## config.mk

```make
export PLATFORM = sky130hd
export DESIGN_NAME = mem_port_arbiter_flat
export DESIGN_NICKNAME = d
export VERILOG_FILES = /design/src/rtl/mem_port_arbiter_if.sv /design/src/rtl/mem_port_arbiter.sv /design/src/flat_wrapper.sv
export SDC_FILE = /design/constraint.sdc
export NUM_CORES = 1
export LEC_CHECK = 0
export CORE_ASPECT_RATIO = 0.75
export CORE_MARGIN = 3
export CORE_UTILIZATION = 30
export DETAILED_ROUTE_END_ITERATION = 7
export PLACE_DENSITY = 0.65
export SYNTH_ARGS = -nofsm -noshare
export SYNTH_HDL_FRONTEND = slang
export SYNTH_SLANG_ARGS = --single-unit
```

## constraint.sdc

```tcl
create_clock -name clk -period 2.3 [get_ports clk]
set_input_delay 0.46 -clock clk [delete_from_list [all_inputs] [get_ports clk]]
set_output_delay 0.46 -clock clk [all_outputs]
set_load 0.005 [all_outputs]
```

## src/rtl/mem_port_arbiter_if.sv

```systemverilog
// mem_port_arbiter_if: fetch, data and memory-side signals
// of the shared single-port memory arbiter.
interface mem_port_arbiter_if;
   logic        if_req;
   logic [31:0] if_addr;
   logic        if_ready;
   logic [31:0] if_rdata;
   logic        if_stall;
   logic        d_rd_en;
   logic        d_wr_en;
   logic [31:0] d_addr;
   logic [31:0] d_wdata;
   logic        d_ready;
   logic [31:0] d_rdata;
   logic        d_stall;
   logic        mem_en;
   logic        mem_we;
   logic [31:0] mem_addr;
   logic [31:0] mem_wdata;
   logic [31:0] mem_rdata;

   modport slave (
      input  if_req, if_addr,
      input  d_rd_en, d_wr_en, d_addr, d_wdata,
      input  mem_rdata,
      output if_ready, if_rdata, if_stall,
      output d_ready, d_rdata, d_stall,
      output mem_en, mem_we, mem_addr, mem_wdata
   );

   modport master (
      output if_req, if_addr,
      output d_rd_en, d_wr_en, d_addr, d_wdata,
      output mem_rdata,
      input  if_ready, if_rdata, if_stall,
      input  d_ready, d_rdata, d_stall,
      input  mem_en, mem_we, mem_addr, mem_wdata
   );
endinterface

```

## src/rtl/mem_port_arbiter.sv

```systemverilog
// mem_port_arbiter: shares one fixed-latency memory between
// fetch and load/store, alternating on contention.
module mem_port_arbiter #(
   parameter int unsigned MEM_LAT = 2
) (
   input  logic             clk,
   input  logic             rst,
   mem_port_arbiter_if.slave bus
);

   localparam logic [3:0] LAST = 4'(MEM_LAT - 1);

   typedef enum logic [1:0] {
      IDLE,
      ACCESS,
      DONE
   } state_t;

   state_t      state;
   state_t      state_nx;
   logic [3:0]  cnt;
   logic        last_d;
   logic        gnt_d;
   logic        wr;
   logic [31:0] addr_q;
   logic [31:0] wdata_q;
   logic        if_ready_q;
   logic        d_ready_q;
   logic [31:0] if_rdata_q;
   logic [31:0] d_rdata_q;
   logic        mem_en_q;
   logic        mem_we_q;

   logic        d_req;
   logic        grant;
   logic        grant_d;
   logic        grant_wr;
   logic        last_cyc;

   assign d_req = bus.d_rd_en | bus.d_wr_en;

   // Next state, grant choice and end-of-access detection
   always_comb begin
      state_nx = state;
      grant    = 1'b0;
      grant_d  = 1'b0;
      grant_wr = 1'b0;
      last_cyc = 1'b0;
      case (state)
         IDLE: begin
            if (bus.if_req || d_req) begin
               grant    = 1'b1;
               state_nx = ACCESS;
               if (bus.if_req && d_req)
                  grant_d = ~last_d;
               else
                  grant_d = d_req;
               grant_wr = grant_d & bus.d_wr_en;
            end
         end
         ACCESS: begin
            if (cnt == LAST) begin
               last_cyc = 1'b1;
               state_nx = DONE;
            end
         end
         DONE: begin
            state_nx = IDLE;
         end
         default: begin
            state_nx = IDLE;
         end
      endcase
   end

   // State register
   always_ff @(posedge clk or negedge rst) begin
      if (!rst)
         state <= IDLE;
      else
         state <= state_nx;
   end

   // Access cycle counter, cleared on grant
   always_ff @(posedge clk or negedge rst) begin
      if (!rst)
         cnt <= 4'd0;
      else if (grant)
         cnt <= 4'd0;
      else if (state == ACCESS)
         cnt <= cnt + 4'd1;
   end

   // Latch requester, address, write flag and store data
   always_ff @(posedge clk or negedge rst) begin
      if (!rst) begin
         gnt_d   <= 1'b0;
         wr      <= 1'b0;
         addr_q  <= 32'd0;
         wdata_q <= 32'd0;
      end else if (grant) begin
         gnt_d   <= grant_d;
         wr      <= grant_wr;
         addr_q  <= grant_d ? bus.d_addr : bus.if_addr;
         wdata_q <= grant_wr ? bus.d_wdata : 32'd0;
      end
   end

   // Remember who was served last for tie-breaking
   always_ff @(posedge clk or negedge rst) begin
      if (!rst)
         last_d <= 1'b0;
      else if (last_cyc)
         last_d <= gnt_d;
   end

   // Memory enable and write strobe, active for the access cycles
   always_ff @(posedge clk or negedge rst) begin
      if (!rst) begin
         mem_en_q <= 1'b0;
         mem_we_q <= 1'b0;
      end else begin
         mem_en_q <= (state_nx == ACCESS);
         mem_we_q <= (state_nx == ACCESS) &&
                     (grant ? grant_wr : wr);
      end
   end

   // One-cycle ready pulse to the granted requester
   always_ff @(posedge clk or negedge rst) begin
      if (!rst) begin
         if_ready_q <= 1'b0;
         d_ready_q  <= 1'b0;
      end else begin
         if_ready_q <= last_cyc & ~gnt_d;
         d_ready_q  <= last_cyc & gnt_d;
      end
   end

   // Capture read data on the last access cycle; stores keep d_rdata
   always_ff @(posedge clk or negedge rst) begin
      if (!rst) begin
         if_rdata_q <= 32'd0;
         d_rdata_q  <= 32'd0;
      end else if (last_cyc) begin
         if (!gnt_d)
            if_rdata_q <= bus.mem_rdata;
         else if (!wr)
            d_rdata_q <= bus.mem_rdata;
      end
   end

   assign bus.mem_en    = mem_en_q;
   assign bus.mem_we    = mem_we_q;
   assign bus.mem_addr  = addr_q;
   assign bus.mem_wdata = wdata_q;
   assign bus.if_ready  = if_ready_q;
   assign bus.if_rdata  = if_rdata_q;
   assign bus.d_ready   = d_ready_q;
   assign bus.d_rdata   = d_rdata_q;
   assign bus.if_stall  = bus.if_req & ~if_ready_q;
   assign bus.d_stall   = d_req & ~d_ready_q;

endmodule

```

## src/flat_wrapper.sv

```systemverilog
// flat-port wrapper written by rule: the top's interface ports become plain ports
module mem_port_arbiter_flat 
#(
   parameter int unsigned MEM_LAT = 2
)
  (clk, rst, bus_if_req, bus_if_addr, bus_d_rd_en, bus_d_wr_en, bus_d_addr, bus_d_wdata, bus_mem_rdata, bus_if_ready, bus_if_rdata, bus_if_stall, bus_d_ready, bus_d_rdata, bus_d_stall, bus_mem_en, bus_mem_we, bus_mem_addr, bus_mem_wdata);
  mem_port_arbiter_if bus_i ();
  input  logic clk;
  input  logic rst;
  input wire logic [$bits(bus_i.if_req)-1:0] bus_if_req;
  input wire logic [$bits(bus_i.if_addr)-1:0] bus_if_addr;
  input wire logic [$bits(bus_i.d_rd_en)-1:0] bus_d_rd_en;
  input wire logic [$bits(bus_i.d_wr_en)-1:0] bus_d_wr_en;
  input wire logic [$bits(bus_i.d_addr)-1:0] bus_d_addr;
  input wire logic [$bits(bus_i.d_wdata)-1:0] bus_d_wdata;
  input wire logic [$bits(bus_i.mem_rdata)-1:0] bus_mem_rdata;
  output wire logic [$bits(bus_i.if_ready)-1:0] bus_if_ready;
  output wire logic [$bits(bus_i.if_rdata)-1:0] bus_if_rdata;
  output wire logic [$bits(bus_i.if_stall)-1:0] bus_if_stall;
  output wire logic [$bits(bus_i.d_ready)-1:0] bus_d_ready;
  output wire logic [$bits(bus_i.d_rdata)-1:0] bus_d_rdata;
  output wire logic [$bits(bus_i.d_stall)-1:0] bus_d_stall;
  output wire logic [$bits(bus_i.mem_en)-1:0] bus_mem_en;
  output wire logic [$bits(bus_i.mem_we)-1:0] bus_mem_we;
  output wire logic [$bits(bus_i.mem_addr)-1:0] bus_mem_addr;
  output wire logic [$bits(bus_i.mem_wdata)-1:0] bus_mem_wdata;
  assign bus_i.if_req = bus_if_req;
  assign bus_i.if_addr = bus_if_addr;
  assign bus_i.d_rd_en = bus_d_rd_en;
  assign bus_i.d_wr_en = bus_d_wr_en;
  assign bus_i.d_addr = bus_d_addr;
  assign bus_i.d_wdata = bus_d_wdata;
  assign bus_i.mem_rdata = bus_mem_rdata;
  assign bus_if_ready = bus_i.if_ready;
  assign bus_if_rdata = bus_i.if_rdata;
  assign bus_if_stall = bus_i.if_stall;
  assign bus_d_ready = bus_i.d_ready;
  assign bus_d_rdata = bus_i.d_rdata;
  assign bus_d_stall = bus_i.d_stall;
  assign bus_mem_en = bus_i.mem_en;
  assign bus_mem_we = bus_i.mem_we;
  assign bus_mem_addr = bus_i.mem_addr;
  assign bus_mem_wdata = bus_i.mem_wdata;
  mem_port_arbiter #(.MEM_LAT(MEM_LAT)) u_core (.clk(clk), .rst(rst), .bus(bus_i));
endmodule
```

==> results.md <==
- ANT cells: 0
- Global-route wire length before repair: between 20000 and 30000 um
- Area growth, synth to finish: 64.3%
- Ranking of synthesized cells by area: dfrtp_1 61%, mux2_2 13%, a22o_1 4.9%
- Post-route setup slack: 90.1 ps
- Vias in the first global route: 4964
- Fmax: 0.453 GHz
- Net count, final: ~840
- Pre-Repair DR Iteration Count: 6
- Remaining Overflow, GRT: 0
- Syn_area_per_cell: 13.0 um2
- Post-synth top area share: 61.3%
- GPL Wtd Cong: 0.841
- Pint: 9.40 mW
- Syn nets: roughly 580
- Area of the die: 20900 um2
- CTS Hold Bufs: 0
- Seq/Total Area, Yosys: 61.3%
- GR Util met1: around 20%
- TritonCTS buffer count: 17
- Worst hold slack: between 15 and 20 ps
- Place WS: -296 ps
- RSZ-0062 raised after global routing: false
- Final WL: 17100 um
- CP cell instances: clkdlybuf4s50_1 > nor2b_2 > clkdlybuf4s50_1
- Flops & latches, synth: 141
- Number of port buffers: 266
- Worst Path Arrival: between 1500 and 2000 ps
- Worst path required time: 1840 ps
- Non-Filler Instances: 965
- CP bufs+invs: 2
- Vias per Instance: 4.90
- Sw frac: 29.6%
- R2R cell count: 6
- Peak VDD IR: 0.554 mV
- Post-synth top area cell: dfrtp_1
- WS Path Type: input pin to output pin
- Most frequent cells in the layout: 265 x clkdlybuf4s50_1, 141 x dfrtp_1, 65 x mux2_2
- Final core utilization: 50.6%
- Family with the most delay on the worst path: buffers and inverters
- Reg2reg start: u_core.cnt[1]$_DFFE_PN0P_
- Flop pwr share: between 30% and 40%
- H-tree lvl count: 4
- Outcome: finished clean
- Initial antenna violation count: 0
- Max stage delay on crit path: 540 ps
- Setup TNS: 0 ps
- Critical Path Stages: 3
- Inst Count DP: 935
- Total power: 13.4 mW
- CTS tree: built
- Worst-Skew Late Latency: 410 ps
- Met2 usage: 26.0%
- Largest net degree at the start of global routing: 66
- Reg2Reg Setup Slack: 310 ps
- Clock power share: 24.1%
- Leak: 3.81 nW
- Period utilization: 96.1%
- Wire per inst: 17.7 um
- Post-route cell area: between 9000 and 10000 um2
- Routed via count: 4730
- Die width: 166 um
- Final hold violations: 0
- I/O pin count: between 200 and 300
- Proportion of layout cells with a drive suffix above 1: between 10% and 20%
- Clk root buf: clkbuf_16
- Gr busiest metal: met2
- Tot GR Track Use: 16.1%
- GR Util met3: 6.43%
- Worst-case clock buffer depth: 2
- Post-synthesis cell count: 444
- CP max FO: 4
- Commonest non-fill, non-tap cell in the layout: clkdlybuf4s50_1
- Initial DRC count: 231
- Clk slew on worst S/H paths: 60 ps
- Starting density of the core: 30.8%
- DP Wirelength: roughly 12000 um
- TritonCTS Sinks: 141
- Comb power frac: 42.3%
- Relative slew slack: roughly 49%
- Worst Max-Slew Pin Slew: roughly 770 ps
- DP Area: 8760 um2
- Worst flop-to-flop path endpoint: u_core.bus.if_rdata[23]$_DFFE_PN0P_
- Worst setup SP type: input pin
- Drt drc: 0
- Yosys warnings: 0
- Max Cap Viol: 0
- Tmin final: 2210 ps
- DRT antenna net count: 0
- Psw: roughly 4 mW
- Power Dens Cells: 1410 nW/um2
- Most used cell along the critical path: clkdlybuf4s50_1
- Synthesized cell area: approximately 5800 um2
- Max-slew violations: 0
- Core area: approximately 19000 um2
- HP Class: input pin to async pin
- Critical path endpoint category: output pin
- Die height: 126 um
- Core Rows: 43
- CP max stage cell: clkdlybuf4s50_1
- Yosys cell types: 33
- Setup Skew: 7.32 ps
- # setup viols final: 0
## per-layer routing
| layer | share of wire, % | routed length (um) | up-vias |
|---|---|---|---|
| met1 | 42 | 7230 | 2312 |
| met3 | 8.8 | 1510 | 30 |
| met4 | 1.9 | 316 | 0 |
| li1 | - | - | 2168 |
| met2 | 47 | 8020 | 220 |
| met5 | 0 | 0 | - |
## repair_timing
| action | in CTS | in global routing |
|---|---|---|
| hold endpoints to repair | 0 | 0 |
| setup endpoints to repair | 4 | 0 |
| gates resized for setup | 2 | 0 |
| setup buffers | 0 | 0 |
## synth_stat cells
master       n
dfrtp_1    141
mux2_2      65
o21ai_0     34
a21oi_1     33
nand3b_1    33
a22o_1      32
a31oi_1     32
clkbuf_1    21
buf_2       14
nor2_1       5
buf_6        3
o22ai_1      3
and2_1       2
ha_1         2
inv_1        2
nand2_1      2
o211ai_1     2
or2_2        2
xor2_1       2
a211o_1      1
a211oi_2     1
nand2b_1     1
nand3_1      1
nand4b_1     1
nor2_2       1
nor2b_1      1
nor3_1       1
nor3_4       1
nor3b_1      1
o21a_1       1
o2bb2ai_1    1
or3_1        1
or3b_1       1
## worst max-delay path by stage
stage                                    startpoint  slack (ps)                             endpoint
after CTS                                bus_if_req          60                         bus_if_stall
final                                    bus_if_req          90                         bus_if_stall
after floorplan           u_core.cnt[1]$_DFFE_PN0P_         450  u_core.bus.if_rdata[10]$_DFFE_PN0P_
after detailed placement                bus_d_wr_en        -300   u_core.bus.mem_addr[5]$_DFFE_PN0P_
after global placement                  bus_d_wr_en        -190  u_core.bus.mem_addr[24]$_DFFE_PN0P_
after global routing                     bus_if_req          60                         bus_if_stall
## sequential cells by signal, indices dropped and copies added, names as in the netlist
register,flops
u_core.bus.mem_addr,32
u_core.cnt,4
u_core.bus.if_ready,1
u_core.bus.d_ready,1
u_core.last_d,1
u_core.bus.mem_we,1
u_core.bus.mem_wdata,32
u_core.state,2
u_core.bus.d_rdata,32
u_core.bus.if_rdata,32
u_core.bus.mem_en,1
u_core.gnt_d,1
u_core.wr,1
## power by group through the flow
stage | Sequential, mW | Clock, mW | Combinational, mW
after global routing | 4.64 | 3.40 | 6.13
after detailed placement | 4.50 | 0 | 5.71
final | 4.49 | 3.21 | 5.65
after global placement | 4.45 | 0 | 5.62
after floorplan | 4.50 | 0 | 2.28
after CTS | 4.49 | 3.30 | 5.74
## layout make-up
type,count,area (um2)
inverter,2,7.51
clock inverter,13,263
fill,1604,9220
multi-input combinational,263,2060
tap,247,309
clock buffer,17,425
sequential,141,3530
timing repair buffer,282,2860
## cell families (layout without fill, tap and decap cells)
group	after synthesis	in the layout	share of synthesized area (%)
adder cells (fa/ha/maj)	2	2	0.435
XOR/XNOR	2	2	0.304
buffers and inverters	40	314	3.30
flip-flops	141	141	61.3
AO/OA/AOI/OAI	140	140	15.4
AND/OR/NAND/NOR	54	54	6.52
multiplexers	65	65	12.7
## worst reg2reg max path, cell delays in order (launching register included)
cell     delay (ps)
dfrtp_1         420
inv_1            70
ha_1            150
or3b_1          410
nor3_4          170
buf_12          260
mux2_2          380
(Power assumes the default switching activity.)
